**config.mk**
```make
export PLATFORM = sky130hd
export DESIGN_NAME = mc_ctrl
export DESIGN_NICKNAME = d
export VERILOG_FILES = /design/src/rtl/mc_ctrl.sv
export SDC_FILE = /design/constraint.sdc
export NUM_CORES = 1
export LEC_CHECK = 0
export ABC_AREA = 1
export BUFFER_PORTS_ARGS = -buffer_cell sky130_fd_sc_hd__buf_2
export CORE_UTILIZATION = 44
export CTS_CLUSTER_DIAMETER = 200
export DETAILED_ROUTE_END_ITERATION = 8
export GPL_TIMING_DRIVEN = 0
export PLACE_DENSITY = 0.78
export SLEW_MARGIN = 10
export SYNTH_ARGS = -nofsm -noshare
export SYNTH_HDL_FRONTEND = slang
export SYNTH_SLANG_ARGS = --single-unit
```
**constraint.sdc**
```tcl
create_clock -name clk -period 1.59 [get_ports clk]
set_clock_uncertainty 0.1 [all_clocks]
set_input_delay 0.2385 -clock clk [delete_from_list [all_inputs] [get_ports clk]]
set_output_delay 0.2385 -clock clk [all_outputs]
set_load 0.05 [all_outputs]
```
**src/rtl/mc_ctrl.sv**
```systemverilog
// Main control FSM for the multi-cycle MIPS core.
// Moore outputs decoded from the state register (BRANCH pc_write follows zero);
// instruction fields are only consulted in DECODE and the states that select on them.
module mc_ctrl #(
    parameter bit ILLEGAL_TRAP = 1'b0
) (
    input  logic       clk,
    input  logic       reset,
    input  logic [5:0] opcode,
    input  logic [5:0] funct,
    input  logic       zero,
    output logic       pc_write,
    output logic       ir_write,
    output logic       reg_write,
    output logic       mem_write,
    output logic       alu_src_a,
    output logic [1:0] alu_src_b,
    output logic       ext_op,
    output logic [1:0] alu_op,
    output logic [1:0] reg_dst,
    output logic [1:0] mem_to_reg,
    output logic [1:0] pc_src,
    output logic       instr_done,
    output logic       illegal
);

    localparam logic [5:0] OP_RTYPE = 6'h00;
    localparam logic [5:0] OP_J     = 6'h02;
    localparam logic [5:0] OP_JAL   = 6'h03;
    localparam logic [5:0] OP_BEQ   = 6'h04;
    localparam logic [5:0] OP_ORI   = 6'h0D;
    localparam logic [5:0] OP_LUI   = 6'h0F;
    localparam logic [5:0] OP_LW    = 6'h23;
    localparam logic [5:0] OP_SW    = 6'h2B;

    localparam logic [5:0] FN_SLL   = 6'h00;
    localparam logic [5:0] FN_JR    = 6'h08;
    localparam logic [5:0] FN_ADDU  = 6'h21;
    localparam logic [5:0] FN_SUBU  = 6'h23;

    localparam logic [1:0] ALU_ADD = 2'd0;
    localparam logic [1:0] ALU_SUB = 2'd1;
    localparam logic [1:0] ALU_OR  = 2'd2;
    localparam logic [1:0] ALU_LUI = 2'd3;

    typedef enum logic [3:0] {
        S_FETCH    = 4'd0,
        S_DECODE   = 4'd1,
        S_EXE_R    = 4'd2,
        S_WB_R     = 4'd3,
        S_EXE_I    = 4'd4,
        S_WB_I     = 4'd5,
        S_MEM_ADDR = 4'd6,
        S_MEM_RD   = 4'd7,
        S_WB_LW    = 4'd8,
        S_MEM_WR   = 4'd9,
        S_BRANCH   = 4'd10,
        S_JUMP     = 4'd11,
        S_HALT     = 4'd12
    } state_t;

    state_t state_q, state_d;
    logic   illegal_q, illegal_d;

    // Instruction classification used by DECODE; nop and illegal retire here.
    state_t dec_next;
    logic   dec_illegal;
    logic   dec_done;

    // Decode opcode/funct into the first execution state.
    always_comb begin
        dec_next    = S_FETCH;
        dec_illegal = 1'b0;
        unique case (opcode)
            OP_RTYPE: begin
                unique case (funct)
                    FN_ADDU, FN_SUBU: dec_next = S_EXE_R;
                    FN_JR:            dec_next = S_JUMP;
                    FN_SLL:           dec_next = S_FETCH;
                    default:          dec_illegal = 1'b1;
                endcase
            end
            OP_ORI, OP_LUI: dec_next = S_EXE_I;
            OP_LW, OP_SW:   dec_next = S_MEM_ADDR;
            OP_BEQ:         dec_next = S_BRANCH;
            OP_J, OP_JAL:   dec_next = S_JUMP;
            default:        dec_illegal = 1'b1;
        endcase
        if (dec_illegal)
            dec_next = ILLEGAL_TRAP ? S_HALT : S_FETCH;
        dec_done = (dec_next == S_FETCH) || dec_illegal;
    end

    // Next-state and sticky illegal flag.
    always_comb begin
        state_d   = S_FETCH;
        illegal_d = illegal_q;
        case (state_q)
            S_FETCH:    state_d = S_DECODE;
            S_DECODE: begin
                state_d = dec_next;
                if (dec_illegal) illegal_d = 1'b1;
            end
            S_EXE_R:    state_d = S_WB_R;
            S_EXE_I:    state_d = S_WB_I;
            S_MEM_ADDR: state_d = (opcode == OP_LW) ? S_MEM_RD : S_MEM_WR;
            S_MEM_RD:   state_d = S_WB_LW;
            S_HALT:     state_d = S_HALT;
            default:    state_d = S_FETCH;
        endcase
    end

    // State and illegal flag registers.
    always_ff @(posedge clk or negedge reset) begin
        if (!reset) begin
            state_q   <= S_FETCH;
            illegal_q <= 1'b0;
        end else begin
            state_q   <= state_d;
            illegal_q <= illegal_d;
        end
    end

    // Datapath controls per state; everything is held low while reset is asserted.
    always_comb begin
        pc_write   = 1'b0;
        ir_write   = 1'b0;
        reg_write  = 1'b0;
        mem_write  = 1'b0;
        alu_src_a  = 1'b0;
        alu_src_b  = 2'd0;
        ext_op     = 1'b0;
        alu_op     = ALU_ADD;
        reg_dst    = 2'd0;
        mem_to_reg = 2'd0;
        pc_src     = 2'd0;
        instr_done = 1'b0;
        case (state_q)
            S_FETCH: begin
                ir_write  = 1'b1;
                pc_write  = 1'b1;
                alu_src_b = 2'd1;
            end
            S_DECODE: begin
                alu_src_b  = 2'd3;
                ext_op     = 1'b1;
                instr_done = dec_done;
            end
            S_EXE_R: begin
                alu_src_a = 1'b1;
                alu_op    = (funct == FN_SUBU) ? ALU_SUB : ALU_ADD;
            end
            S_WB_R: begin
                reg_write  = 1'b1;
                reg_dst    = 2'd1;
                instr_done = 1'b1;
            end
            S_EXE_I: begin
                alu_src_a = 1'b1;
                alu_src_b = 2'd2;
                alu_op    = (opcode == OP_LUI) ? ALU_LUI : ALU_OR;
            end
            S_WB_I: begin
                reg_write  = 1'b1;
                instr_done = 1'b1;
            end
            S_MEM_ADDR: begin
                alu_src_a = 1'b1;
                alu_src_b = 2'd2;
                ext_op    = 1'b1;
            end
            S_WB_LW: begin
                reg_write  = 1'b1;
                mem_to_reg = 2'd1;
                instr_done = 1'b1;
            end
            S_MEM_WR: begin
                mem_write  = 1'b1;
                instr_done = 1'b1;
            end
            S_BRANCH: begin
                alu_src_a  = 1'b1;
                alu_op     = ALU_SUB;
                pc_src     = 2'd1;
                pc_write   = zero;
                instr_done = 1'b1;
            end
            S_JUMP: begin
                pc_write   = 1'b1;
                instr_done = 1'b1;
                if (opcode == OP_RTYPE) begin
                    pc_src = 2'd3;
                end else begin
                    pc_src = 2'd2;
                    if (opcode == OP_JAL) begin
                        // PC already holds PC+4 here, which is the link value.
                        reg_write  = 1'b1;
                        reg_dst    = 2'd2;
                        mem_to_reg = 2'd2;
                    end
                end
            end
            default: ;
        endcase
        if (!reset) begin
            pc_write   = 1'b0;
            ir_write   = 1'b0;
            reg_write  = 1'b0;
            mem_write  = 1'b0;
            alu_src_a  = 1'b0;
            alu_src_b  = 2'd0;
            ext_op     = 1'b0;
            alu_op     = ALU_ADD;
            reg_dst    = 2'd0;
            mem_to_reg = 2'd0;
            pc_src     = 2'd0;
            instr_done = 1'b0;
        end
    end

    assign illegal = illegal_q;

endmodule

```
==> impl_metrics.tcl, run 1 <==
set metrics [dict create \
    dieHeight_um 40.4 \
    syn-instance-count 120 \
    detail_placement_hpwl_mm 1.49 \
    synth_seq_cells 5 \
    std_cell_rows 13 \
    timing.worst_endpoint.kind "primary output" \
    yosysUniqueCellTypes 19 \
    synth_top_area_share_pct 19.3 \
    root_buffer "clkbuf_4" \
    die-width_um 40.4 \
    io_pins 33 \
    synthesis.nets 135 \
    synth_largest_area_cell "dfrtp_1" \
    portBuffers 32 \
    grt_worst_setup_endpoint "reg_write" \
    run.stop_error "[ERROR DPL-0038] Utilization greater than 100%, impossible to legalize" \
    clock_sinks 5 \
    synthesis.area_um2 649 \
    number_of_h_tree_levels 1 \
    synth.avg_cell_area_um2 5.41 \
    largest_net_degree_at_the_start_of_global_routing 10 \
    cts_inserted_buffers 3 \
    synthTopCellsByArea "dfrtp_1, nor2_1, nand2_1" \
    clock_path_buffers 2 \
    gpl.final_weighted_congestion 0.923 \
    outcome "stopped before the end" \
    yosys_warnings 0 \
    synth.yosys.seq_area_share_pct 19.3 \
    start_util_pct 48.7 \
    failed_stage "global routing" \
]
==> cells in the mapped netlist (all sizes together) <==
| library cell | count |
|---|---|
| nor2 | 29 |
| nand2 | 27 |
| inv | 21 |
| nand3 | 13 |
| a21oi | 9 |
| o21ai | 6 |
| dfrtp | 5 |
| nor3 | 3 |
| nand4 | 2 |
| a211o | 1 |
| a31oi | 1 |
| nand3b | 1 |
| o221ai | 1 |
| or2 | 1 |
==> cell families after synthesis <==
logic type	share of synthesized area (%)
and+or+nand+nor	52.8
buffers and inverters	12.1
AOI/OAI and AO/OA	15.8
DFF	19.3
==> timing repair <==
item                                   in CTS
gates resized for setup                    58
endpoints found under the hold margin       5
pin swaps                                  10
setup endpoints to repair                  17
setup buffers                               8
hold buffers                                1
==> metrics by stage <==
step	utilization, %	std cells	setup WS (ns)	instance area, um^2	TNS, ns
3_3_place_gp	70.1	167	-0.304	935	-1.74
4_1_cts	90.5	180	-0.376	1210	-3.29
3_5_place_dp	70.1	167	-0.303	935	-1.75
2_1_floorplan	-	120	-0.237	756	-1.15
==> inputs of run 2 (changes only) <==
Settings changed: CORE_AREA set to 2 2 63 65, CORE_UTILIZATION 44 to unset, CTS_CLUSTER_DIAMETER 200 to unset, DIE_AREA set to 0 0 65 67, PLACE_DENSITY 0.78 to unset, PLACE_DENSITY_LB_ADDON set to 0.15.
==> impl_metrics.tcl, run 2 <==
set metrics [dict create \
    nNetsFinal 185 \
    vias 952 \
    clkLatencyLatePin_ns 0.22 \
    outcome "finished with violations" \
    crit_path_max_fanout 6 \
    regToRegStartpoint "state_q[3]" \
    start_util_pct 18.0 \
    synth_compound_area_share_pct 15.8 \
    relSlewSlack_pct 78.1 \
    die-width_um 65 \
    route.final.wire_length_mm 2.54 \
    fin_setup_tns_ns -2.89 \
    switching_fraction_pct 51.2 \
    r2r-end "state_q[2]" \
    whs_endpoint "state_q[3]" \
    yosys_warnings 0 \
    wl_per_cell_um 11.7 \
    critPathArrivalTime_ns 1.55 \
    ant_nets 0 \
    synthesis.nets 135 \
    worst_r2r_path_depth 5 \
    cp-start-kind "flop" \
    ys_async_sr_fraction_pct 100 \
    clock_power_share_pct 14.5 \
    clock_path_buffers 2 \
    drt-met1-wl_mm 1.06 \
    clock_sinks 5 \
    grt_pass1_wl_mm 4.08 \
    detail_placement_hpwl_mm 1.83 \
    p_leak_nw 0.618 \
    flip_flop_count_of_the_largest_register_all_copies_and_words_added 4 \
    synth.top_cells.by_count "nor2_1, nand2_1, inv_1" \
    std_cell_rows 22 \
    synth_top_area_share_pct 19.3 \
    root_buffer "clkbuf_8" \
    ys_dominant_reg_cell "dfrtp_1" \
    yosysUniqueCellTypes 19 \
    grt_total_ovfl 0 \
    synth_edf_count 0 \
    layout-area-overhead-vs-synth_pct 111 \
    setup.reg_to_reg.worst_slack_ns 0.17 \
    setup_repair_after_global_routing_missed_its_margin "true" \
    drt_pre_antenna_iters 5 \
    synth_seq_cells 5 \
    comb_power_share_pct 72.5 \
    worst_path_largest_cell_delay_ns 0.48 \
    core_area_um2 3610 \
    p_sw_mw 0.840 \
    globalRouteTotalUtil_pct 12.1 \
    synthesis.area_um2 649 \
    dr_wl_met3_um 112 \
    post_synth_xor_area_fraction_pct 0 \
    report.final.slew_viol_count 0 \
    synth.yosys.seq_area_share_pct 19.3 \
    drc 0 \
    synth_fa_ha_area_share_pct 0 \
    violations_in_the_final_reports "setup timing" \
    routed_via_density 4.39 \
    dieHeight_um 67 \
    fin_crit_sh_pct 119 \
    powerDensity_nw_per_um2 1200 \
    mostFrequentLayoutCells "nand2_1, buf_6, nor2_1" \
    placement.setup.worst_slack_ns -0.354 \
    initial_antenna_violation_count 0 \
    post-route-min-period_ns 1.89 \
    synth_simple_gate_area_share_pct 52.8 \
    tritoncts "done" \
    dr.first_iter.drc_count 29 \
    final_setup_violation_count 17 \
    floorplan.die_area_um2 4360 \
    number_of_h_tree_levels 1 \
    first_global_vias 930 \
    synth.most_common_cell "nor2_1" \
    synth_largest_area_cell "dfrtp_1" \
    final_hold_violations 0 \
    clk_pin_slew_ns 0.04 \
    routed.top_layer "met4" \
    worst_path_max_delay_cell "dfrtp_2" \
    synth.avg_cell_area_um2 5.41 \
    io_pins 33 \
    max_freq_ghz 0.530 \
    vdd.ir_drop.worst_uv 324 \
    fraction_of_synthesized_area_in_multiplexers_pct 0 \
    power.sequential.fraction_pct 13.0 \
    timing.setup.critical_path_class "reg -> out" \
    worst_slack_ns -0.297 \
    endpoint_required_time_on_the_critical_path_ns 1.25 \
    min_path_type "in -> reg" \
    min-delay-start "opcode[1]" \
    post-route-util_pct 37.9 \
    syn-instance-count 120 \
    critical_path.cell_chain "nor3_4 > buf_4 > inv_4 > a21oi_4 > or2_4 > buf_8" \
    endpoint_kind "primary output" \
    max_flop_register "state_q" \
    synth_top_family_by_area "simple AND/OR/NAND/NOR gates" \
    routed-wl-met2_mm 1.33 \
    cts_inserted_buffers 3 \
    internal_power_mw 0.800 \
    antennaDiodeCount 0 \
    gpl.final_weighted_congestion 0.799 \
    worstHoldPathCells 4 \
    max_cap_violations 0 \
    timing_worst_slew_pin_value_ns 0.328 \
    synthTopCellsByArea "dfrtp_1, nor2_1, nand2_1" \
    largest_net_degree_at_the_start_of_global_routing 10 \
    post_route_cells_drive_above_1_share_pct 58.0 \
    portBuffers 32 \
]
==> run 2: what timing repair did <==
action	CTS	global route
hold buffers	1	0
cloned	0	0
setup buffers	10	2
hold endpoints to repair	5	0
gates resized for setup	65	13
pin swaps	7	8
endpoints found under the setup margin	17	17
==> run 2: layer usage <==
| layer | vias to the layer above | GRT usage [%] |
|---|---|---|
| li1 | 483 | - |
| met1 | 442 | 13.9 |
| met2 | 25 | 22.7 |
| met3 | 2 | 2.87 |
| met4 | 0 | 2.39 |
| met5 | - | 0 |
==> run 2: cell type report <==
type,instances,area [um^2]
clock buffer,4,45.0
tap,48,60.1
sequential,5,130
multi-input combinational,94,657
timing repair buffer,45,385
inverter,21,90.1
fill,391,2240
==> run 2: cells by family after synthesis <==
logic type      Yosys count
simple gates             76
compound gates           18
flops                     5
buf+inv                  21
==> run 2: stage by stage <==
stage / power [mW] / hold slack [ns] / cell area, um^2 / cells
floorplan: 0.792 / -0.157 / 756 / 120
global placement: 0.955 / 0.0211 / 976 / 200
detailed placement: 0.950 / 0.0197 / 976 / 200
CTS: 1.54 / 0.366 / 1300 / 215
global route: 1.73 / 0.401 / 1370 / 217
finish: 1.64 / 0.347 / 1370 / 217
==> run 2: power groups by stage <==
| stage | combinational, mW | sequential, mW | clock [mW] |
|---|---|---|---|
| global placement | 0.763 | 0.192 | 0 |
| floorplan | 0.610 | 0.182 | 0 |
| CTS | 1.09 | 0.209 | 0.243 |
| detailed placement | 0.760 | 0.191 | 0 |
| finish | 1.19 | 0.213 | 0.238 |
| global route | 1.25 | 0.217 | 0.258 |
==> run 2: worst max path at each step <==
stage / startpoint / end / slack [ns] / depth (start not counted)
after CTS: state_q[1] / instr_done / -0.38 / 8
after global routing: state_q[3] / instr_done / -0.37 / 6
after floorplan: state_q[1] / alu_src_b[1] / -0.24 / 6
after global placement: state_q[3] / instr_done / -0.40 / 6
after detailed placement: state_q[3] / instr_done / -0.35 / 6
final: state_q[3] / alu_src_b[1] / -0.30 / 6
==> run 2: worst max-delay path, delay by kind of cell, from the launching register on <==
family | cells | cell delay, ns
flip-flops | 1 | 0.48
AND/OR/NAND/NOR | 2 | 0.38
buffers and inverters | 3 | 0.34
AO/OA/AOI/OAI | 1 | 0.13
No activity file was read; power rests on OpenSTA's default activity.
